File: src/rtl/push_arbiter.sv
`timescale 1ns/1ps
// push_arbiter: upstream stage of the scorer. It synchronises the two
// pushbuttons and runs each round: a random lights-off delay, then lights on.
// It judges who pushed first and freezes new rounds while game_over is high.
//
// Ports:
//   clk        system clock
//   rst        synchronous active-high reset
//   tick       one-cycle timebase enable (delay/hold counters step on it)
//   pb_l/pb_r  asynchronous pushbuttons, active high
//   game_over  high while the score shows a win; sampled only in IDLE
//   winrnd     one-cycle pulse when a push has been judged
//   right      winner (1 = right); held until the next judgement
//   leds_on    lights state; in the winrnd cycle, 1 = proper push, 0 = jump
//   busy       high while a round is in progress (ARM, LIT, JUDGE, HOLD)
module push_arbiter #(
  parameter int          MIN_DELAY  = 500,
  parameter int          RAND_BITS  = 10,
  parameter int          HOLD_TICKS = 1000,
  parameter int          CNT_W      = 12,
  parameter logic [15:0] LFSR_SEED  = 16'hACE1
) (
  input  logic clk,
  input  logic rst,
  input  logic tick,
  input  logic pb_l,
  input  logic pb_r,
  input  logic game_over,
  output logic winrnd,
  output logic right,
  output logic leds_on,
  output logic busy
);

  typedef enum logic [2:0] {IDLE, ARM, LIT, JUDGE, HOLD} state_t;

  state_t             state;
  logic [2:0]         sync_l, sync_r;  // [0]=s1, [1]=s2, [2]=s3 (previous s2)
  logic [CNT_W-1:0]   cnt;             // shared delay / hold counter
  logic [15:0]        lfsr;
  logic               tie;             // next tie goes to this side

  logic p_l, p_r, push, both, winner, at_end;

  // Rising edges of the synchronised buttons only; a held button is one event.
  assign p_l    = sync_l[1] & ~sync_l[2];
  assign p_r    = sync_r[1] & ~sync_r[2];
  assign push   = p_l | p_r;
  assign both   = p_l & p_r;
  assign winner = both ? tie : p_r;
  // Counter 0 is treated like 1 so a zero-length delay still terminates.
  assign at_end = tick && (cnt == '0 || cnt == CNT_W'(1));

  always_ff @(posedge clk) begin
    if (rst) begin
      state   <= IDLE;
      sync_l  <= '0;
      sync_r  <= '0;
      cnt     <= '0;
      lfsr    <= LFSR_SEED;
      tie     <= 1'b0;
      winrnd  <= 1'b0;
      right   <= 1'b0;
      leds_on <= 1'b0;
      busy    <= 1'b0;
    end else begin
      sync_l <= {sync_l[1:0], pb_l};
      sync_r <= {sync_r[1:0], pb_r};
      // Fibonacci LFSR, taps 16,14,13,11; free-running so the delay depends
      // on how long the players sat in IDLE.
      lfsr   <= {lfsr[14:0], lfsr[15] ^ lfsr[13] ^ lfsr[12] ^ lfsr[10]};
      winrnd <= 1'b0;

      case (state)
        IDLE: begin
          leds_on <= 1'b0;
          // Both buttons must be released, so a held button cannot arm a round.
          if (!sync_l[1] && !sync_r[1] && !game_over) begin
            state <= ARM;
            busy  <= 1'b1;
            cnt   <= CNT_W'(MIN_DELAY) + CNT_W'(lfsr[RAND_BITS-1:0]);
          end
        end

        ARM, LIT: begin
          // A push wins over the lights-on tick: same-cycle push is a jump.
          // leds_on is left alone so it records jump (0) or proper (1).
          if (push) begin
            state  <= JUDGE;
            winrnd <= 1'b1;
            right  <= winner;
            if (both) tie <= ~tie;
          end else if (state == ARM && tick) begin
            if (at_end) begin
              state   <= LIT;
              leds_on <= 1'b1;
            end else begin
              cnt <= cnt - CNT_W'(1);
            end
          end
        end

        JUDGE: begin
          state   <= HOLD;
          leds_on <= 1'b0;
          cnt     <= CNT_W'(HOLD_TICKS);
        end

        HOLD: begin
          if (tick) begin
            if (at_end) begin
              state <= IDLE;
              busy  <= 1'b0;
            end else begin
              cnt <= cnt - CNT_W'(1);
            end
          end
        end

        default: begin
          state <= IDLE;
          busy  <= 1'b0;
        end
      endcase
    end
  end

endmodule
File: config.mk
export PLATFORM = sky130hd
export DESIGN_NAME = push_arbiter
export DESIGN_NICKNAME = d
export VERILOG_FILES = /design/src/rtl/push_arbiter.sv
export SDC_FILE = /design/constraint.sdc
export NUM_CORES = 1
export LEC_CHECK = 0
export CAP_MARGIN = 20
export CORE_MARGIN = 2
export CORE_UTILIZATION = 40
export DETAILED_ROUTE_END_ITERATION = 10
export PLACE_DENSITY = 0.7
export REMOVE_ABC_BUFFERS = 1
export SYNTH_ARGS = -nofsm -noshare
export SYNTH_HDL_FRONTEND = slang
export SYNTH_SLANG_ARGS = --single-unit
File: constraint.sdc
create_clock -name clk -period 1.85 [get_ports clk]
set_clock_uncertainty 0.15 [all_clocks]
set_input_delay 0.2775 -clock clk [delete_from_list [all_inputs] [get_ports clk]]
set_output_delay 0.2775 -clock clk [all_outputs]
set_load 0.02 [all_outputs]
==> results of run 1 <==
layout by cell type (no fill, tap or decap), types with 6 or more instances in the layout:
master	Yosys	final
buf_4	0	53
dfxtp_1	42	33
nand2_1	18	18
nor2b_1	16	16
a21oi_1	17	16
nor2_1	15	13
buf_6	2	11
o21ai_0	13	9
or2_2	8	8
dfxtp_2	0	8
nand3_1	9	7
clkdlybuf4s50_1	0	7
nor3_1	7	6
layout make-up:
type                    count  share of cell area (%)
inverters                   7                   0.969
clock buffers               5                    2.22
well taps                  70                    2.82
repair buffers             73                    19.7
clock inverters             3                    1.29
multi-input cells         182                    45.5
flip-flops and latches     42                    27.6
cell families after synthesis:
family	Yosys count	share of synthesized area [%]
compound gates	69	23.4
simple gates	96	24.9
fa+ha+maj	3	1.78
flops	42	39.8
mux	3	1.42
buf+inv	18	4.09
xor+xnor	11	4.56
routing by layer:
metal	GRT usage (%)	part of all wire [%]
met1	24.7	41
met2	33.4	49
met3	5.09	6.2
met4	8.91	3.5
met5	0	0
report_power, final:
part | internal, mW | leakage (nW) | switching, mW | total, mW
logic | 1.78 | 0.822 | 1.85 | 3.63
registers | 1.10 | 0.350 | 0.146 | 1.24
clock network | 0.397 | 0.0579 | 0.324 | 0.721
worst paths after layout:
path,start,endpoint,slack [ps]
hold / removal,lfsr[14],lfsr[15],280
setup / recovery,cnt[0],cnt[11],-130
hold reg to reg,lfsr[14],lfsr[15],280
setup reg to reg,cnt[0],cnt[11],-130
flip-flops by register name (all words and copies together) (netlist names), 3 cells and up:
| register | count |
|---|---|
| cnt | 12 |
| sync_r | 3 |
| sync_l | 3 |
| state | 3 |
| lfsr | 16 |
through the flow:
stage	setup WS, ps	cells	TNS [ps]	power (mW)
finish	-129	382	-604	5.60
global route	-179	382	-1330	5.87
CTS	-67.5	373	-97.0	4.82
detailed placement	-446	359	-6370	3.73
global placement	-406	359	-6020	3.69
floorplan	-391	231	-2970	2.64
cells in the mapped netlist (4+ instances only):
master / count
dfxtp_1: 42
nand2_1: 18
a21oi_1: 17
nor2b_1: 16
nor2_1: 15
o21ai_0: 13
nand3_1: 9
or2_2: 8
nor3_1: 7
o22ai_1: 7
xnor2_1: 6
clkbuf_1: 5
inv_1: 5
xor2_1: 5
a211oi_1: 4
a31oi_1: 4
or3_1: 4
worst max-delay path, stage by stage (launching register included):
cell      delay, ps
dfxtp_2         340
buf_6           120
ha_4            160
o2111a_2        290
nor3_2          220
or4b_1          460
a21oi_1         160
what timing repair did:
| action | 4_1_cts | 5_1_grt |
|---|---|---|
| cloned | 1 | 0 |
| endpoints found under the setup margin | 15 | 13 |
| pin swaps | 16 | 20 |
| setup buffers | 5 | 9 |
| resized for setup | 29 | 41 |
==> results.yml, run 1 <==
job:
  maxCapViolCount: 0
yosys:
  synth_top_area_share_pct: 39.8
  netlist_area_um2: 2110
  synth_warnings: 0
  ys.flop_type: "dfxtp_1"
  synthCells: 242
  yosys.area.top_type: "dfxtp_1"
  syn_avg_cell_area_um2: 8.72
  async_flop_share_pct: 0
  synth_seq_area_share_pct: 39.8
  synth_area_leaders: "dfxtp_1 40%, nor2b_1 4.7%, a21oi_1 4.0%, nand2_1 3.2%, o21ai_0 3.1%"
  synth.distinct_cells: 54
  synth_edf_count: 0
  ys_ff_latch: 42
cells_and_area:
  diodes: 0
  multi_input_area_um2: 1410
  layout.nets: 320
  drive_gt1_share_pct: 41.7
  fin_util_pct: 60.7
  area_growth_pct: 46.9
  nFillCells: 412
  fin_area_um2: 3100
  seqCellArea_um2: 855
global_route:
  grt_pass1_wl_um: 9460
  antenna_found_initial: 0
  grt_overflow_total: 0
  grt_use_total_pct: 20.2
  grt_pass1_vias: 2030
  grt_max_degree: 21
detailed_routing:
  vias: 2195
  drtAntennaViolNets: 0
  drt_iter0_drc: 240
  wirelength_um: 6430
  avgViaCountPerCell: 5.75
  wl_per_cell_um: 16.8
  first_pass_iters: 5
  drc: 0
clock_tree:
  root_buffer: "clkbuf_8"
  clkTransAtPathRegs_ps: 80
  htreeDepth: 2
  cts_tree: "built"
  cts_buffers: 5
  clk_latency_ps: 300
  clkSinkCount: 42
  cts_buffer_depth: 2
  cts-hold-fix-buffers: 0
status:
  violations: "setup timing"
  outcome: "finished with violations"
power:
  p_per_area_nw_per_um2: 1810
  p_leak_nw: 1.23
  ir_drop_mv: 0.707
floorplanning:
  core_um2: 5110
  die_y_um: 76.6
  ios: 10
  dieArea_um2: 5870
  num_rows: 26
  fp.dieW_um: 76.6
  start_util_pct: 41.3
worst_setup_path:
  worst-r2r-cell-count: 6
  criticalPathCategory: "reg -> reg"
  cp.arrival_ps: 2060
  cp.required_ps: 1930
  cp-end-kind: "register"
  crit_fanout: 4
  crit_path_start_kind: "register"
timing:
  fin_hold_ws_ps: 276
  fmax_ghz: 0.505
  finalSetupViolCount: 10
  period_minus_slack_ps: 1980
  hold_viol: 0
  rsz0062_at_grt: "yes"
  finalMaxSlewViolations: 0
  layout_setup_ws_ps: -129
  relSlewSlack_pct: 65.9
  post-route-period-util_pct: 107
  worstMarginPinSlew_ps: 499
hold_path:
  worstHoldPathType: "reg -> reg"
  holdPathStages: 1
placed_design:
  placed_cell_area_um2: 2600
  io_buffers: 9
  routabilityCongestion: 0.871
  hpwl_um: 3890
Note: power is estimated with default switching activity, not from simulation.
==> run 2, diff against run 1 <==
--- a/config.mk
+++ b/config.mk
@@ -9,7 +9,7 @@
 export CORE_MARGIN = 2
 export CORE_UTILIZATION = 40
 export DETAILED_ROUTE_END_ITERATION = 10
-export PLACE_DENSITY = 0.7
+export PLACE_DENSITY = 0.68
 export REMOVE_ABC_BUFFERS = 1
 export SYNTH_ARGS = -nofsm -noshare
 export SYNTH_HDL_FRONTEND = slang
==> constraint.sdc (replaced) <==
create_clock -name clk -period 2.06 [get_ports clk]
set_clock_uncertainty 0.15 [all_clocks]
set_input_delay 0.309 -clock clk [delete_from_list [all_inputs] [get_ports clk]]
set_output_delay 0.309 -clock clk [all_outputs]
set_load 0.02 [all_outputs]
==> run 2 against run 1 <==
The flow now finishes without violations. Via count fell by 13%. Sequential power is 9.7% lower. Combinational power shrank 39%. Hold slack got worse by 10 ps. Clock-buffer cell count increased by 2. Clock power down 22%. Critical path type unchanged. Critical endpoint unchanged. Highest routed layer unchanged.
==> results.yml, run 2 (synthesis gave the netlist of run 1 again) <==
worst_setup_path:
  r2r_end: "cnt[11]"
  cp.arrival_ps: 2060
  r2r_start: "cnt[0]"
  criticalPathCategory: "reg -> reg"
  crit_slowest_cell: "or4b_1"
  cpPeakStageDelay_ps: 440
  worst-r2r-cell-count: 6
  crit_fanout: 6
  cp_num_buf_inv: 1
  path_delay_family: "simple AND/OR/NAND/NOR gates"
  crit_path_start_kind: "register"
  cp-end-kind: "register"
  r2r_setup_slack_ps: 80
  critical_path.cell_chain: "buf_4, ha_1, o2111a_2, nor3_2, or4b_1, a21oi_1"
  cp.required_ps: 2150
cells_and_area:
  layout.nets: 288
  top_regs: "lfsr (16), cnt (12)"
  largest_reg_flops: 16
  mostFrequentLayoutCell: "dfxtp_1"
  final_cell_mix: "41 x dfxtp_1, 30 x buf_4, 18 x nand2_1"
  drive_gt1_share_pct: 23.2
  top_register: "lfsr"
  diodes: 0
  fin_util_pct: 51.2
  area_growth_pct: 24.0
  fin_cells: 350
global_route:
  grt_pass1_wl_um: 8380
  grt_max_degree: 26
  grt_overflow_total: 0
  antenna_found_initial: 0
  grt_use_total_pct: 17.8
  grt_pass1_vias: 1719
power:
  switching_power_mw: 1.65
  swShare_pct: 42.3
  ir_drop_mv: 0.513
  combPwrFrac_pct: 56.9
  seq_power_share_pct: 28.7
  p_leak_nw: 0.990
  p_per_area_nw_per_um2: 1490
  p_clk_share_pct: 14.4
  power.internal_mw: 2.26
timing:
  hold_viol: 0
  fin_hold_ws_ps: 266
  finalSetupViolCount: 0
  finalMaxSlewViolations: 0
  period_minus_slack_ps: 1980
  fmax_ghz: 0.506
  post-route-period-util_pct: 95.9
  worstMarginPinSlew_ps: 514
  relSlewSlack_pct: 64.8
hold_path:
  holdPathStages: 1
  min-delay-start: "lfsr[14]"
  worstHoldPathType: "reg -> reg"
  whs_endpoint: "lfsr[15]"
floorplanning:
  start_util_pct: 41.3
  fp.dieW_um: 76.6
  core_um2: 5110
  dieArea_um2: 5870
  num_rows: 26
  ios: 10
  die_y_um: 76.6
clock_tree:
  clk_latency_ps: 300
  cts_buffers: 5
  cts-hold-fix-buffers: 0
  cts_buffer_depth: 2
  clkSinkCount: 42
  clkTransAtPathRegs_ps: 80
  root_buffer: "clkbuf_8"
  cts_tree: "built"
  htreeDepth: 2
detailed_routing:
  drtAntennaViolNets: 0
  drt_iter0_drc: 145
  avgViaCountPerCell: 5.43
  first_pass_iters: 4
  vias: 1901
  drc: 0
  wirelength_um: 5110
  wl_per_cell_um: 14.6
placed_design:
  dp.cells: 341
  io_buffers: 9
  routabilityCongestion: 0.844
  hpwl_um: 3570
job:
  maxCapViolCount: 0
status:
  outcome: "finished, final reports clean"
-- run 2: worst max path at each step --
stage	from	to	slack (ps)	cells after the start
global placement	game_over	cnt[0]	-230	7
floorplan	state[0]	cnt[0]	-180	5
CTS	cnt[0]	state[1]	50	6
detailed placement	game_over	cnt[0]	-240	7
finish	cnt[0]	cnt[11]	80	6
global route	cnt[0]	cnt[11]	-6	6
-- run 2: metal layers --
| metal | share of wire, % | wire, um | track usage [%] | vias to the layer above |
|---|---|---|---|---|
| met4 | 1.0 | 53 | 6.73 | 0 |
| met3 | 5.5 | 281 | 3.67 | 5 |
| met1 | 47 | 2410 | 24.1 | 885 |
| met2 | 46 | 2360 | 27.8 | 52 |
| li1 | - | - | - | 959 |
| met5 | 0 | 0 | 0 | - |
-- run 2: timing repair --
action	4_1_cts	5_1_grt
setup endpoints to repair	0	14
resized for setup	0	13
hold endpoints to repair	0	0
setup buffers	0	0
-- run 2: power groups by stage --
stage	clock, mW	combinational [mW]	sequential (mW)
floorplan	0	1.20	1.18
global placement	0	2.02	1.13
detailed placement	0	2.05	1.13
CTS	0.573	2.06	1.11
global route	0.599	2.42	1.15
finish	0.562	2.22	1.12
-- run 2: cell type report --
| type | count | area, um^2 |
|---|---|---|
| well taps | 70 | 87.6 |
| clock buffers | 7 | 86.3 |
| fillers | 497 | 2490 |
| multi-input cells | 182 | 1240 |
| clock inverters | 1 | 5.00 |
| repair buffers | 41 | 332 |
| inverters | 7 | 26.3 |
| flip-flops and latches | 42 | 845 |
-- run 2: metrics by stage --
step                      worst slack [ps]  TNS, ps  power, mW  area, um^2
after global routing                 -5.68    -5.68       4.17        2620
after floorplan                       -181     -692       2.37        2050
after detailed placement              -240    -2610       3.17        2460
after global placement                -229    -2670       3.15        2460
after CTS                             51.9        0       3.75        2550
final                                 84.9        0       3.91        2620
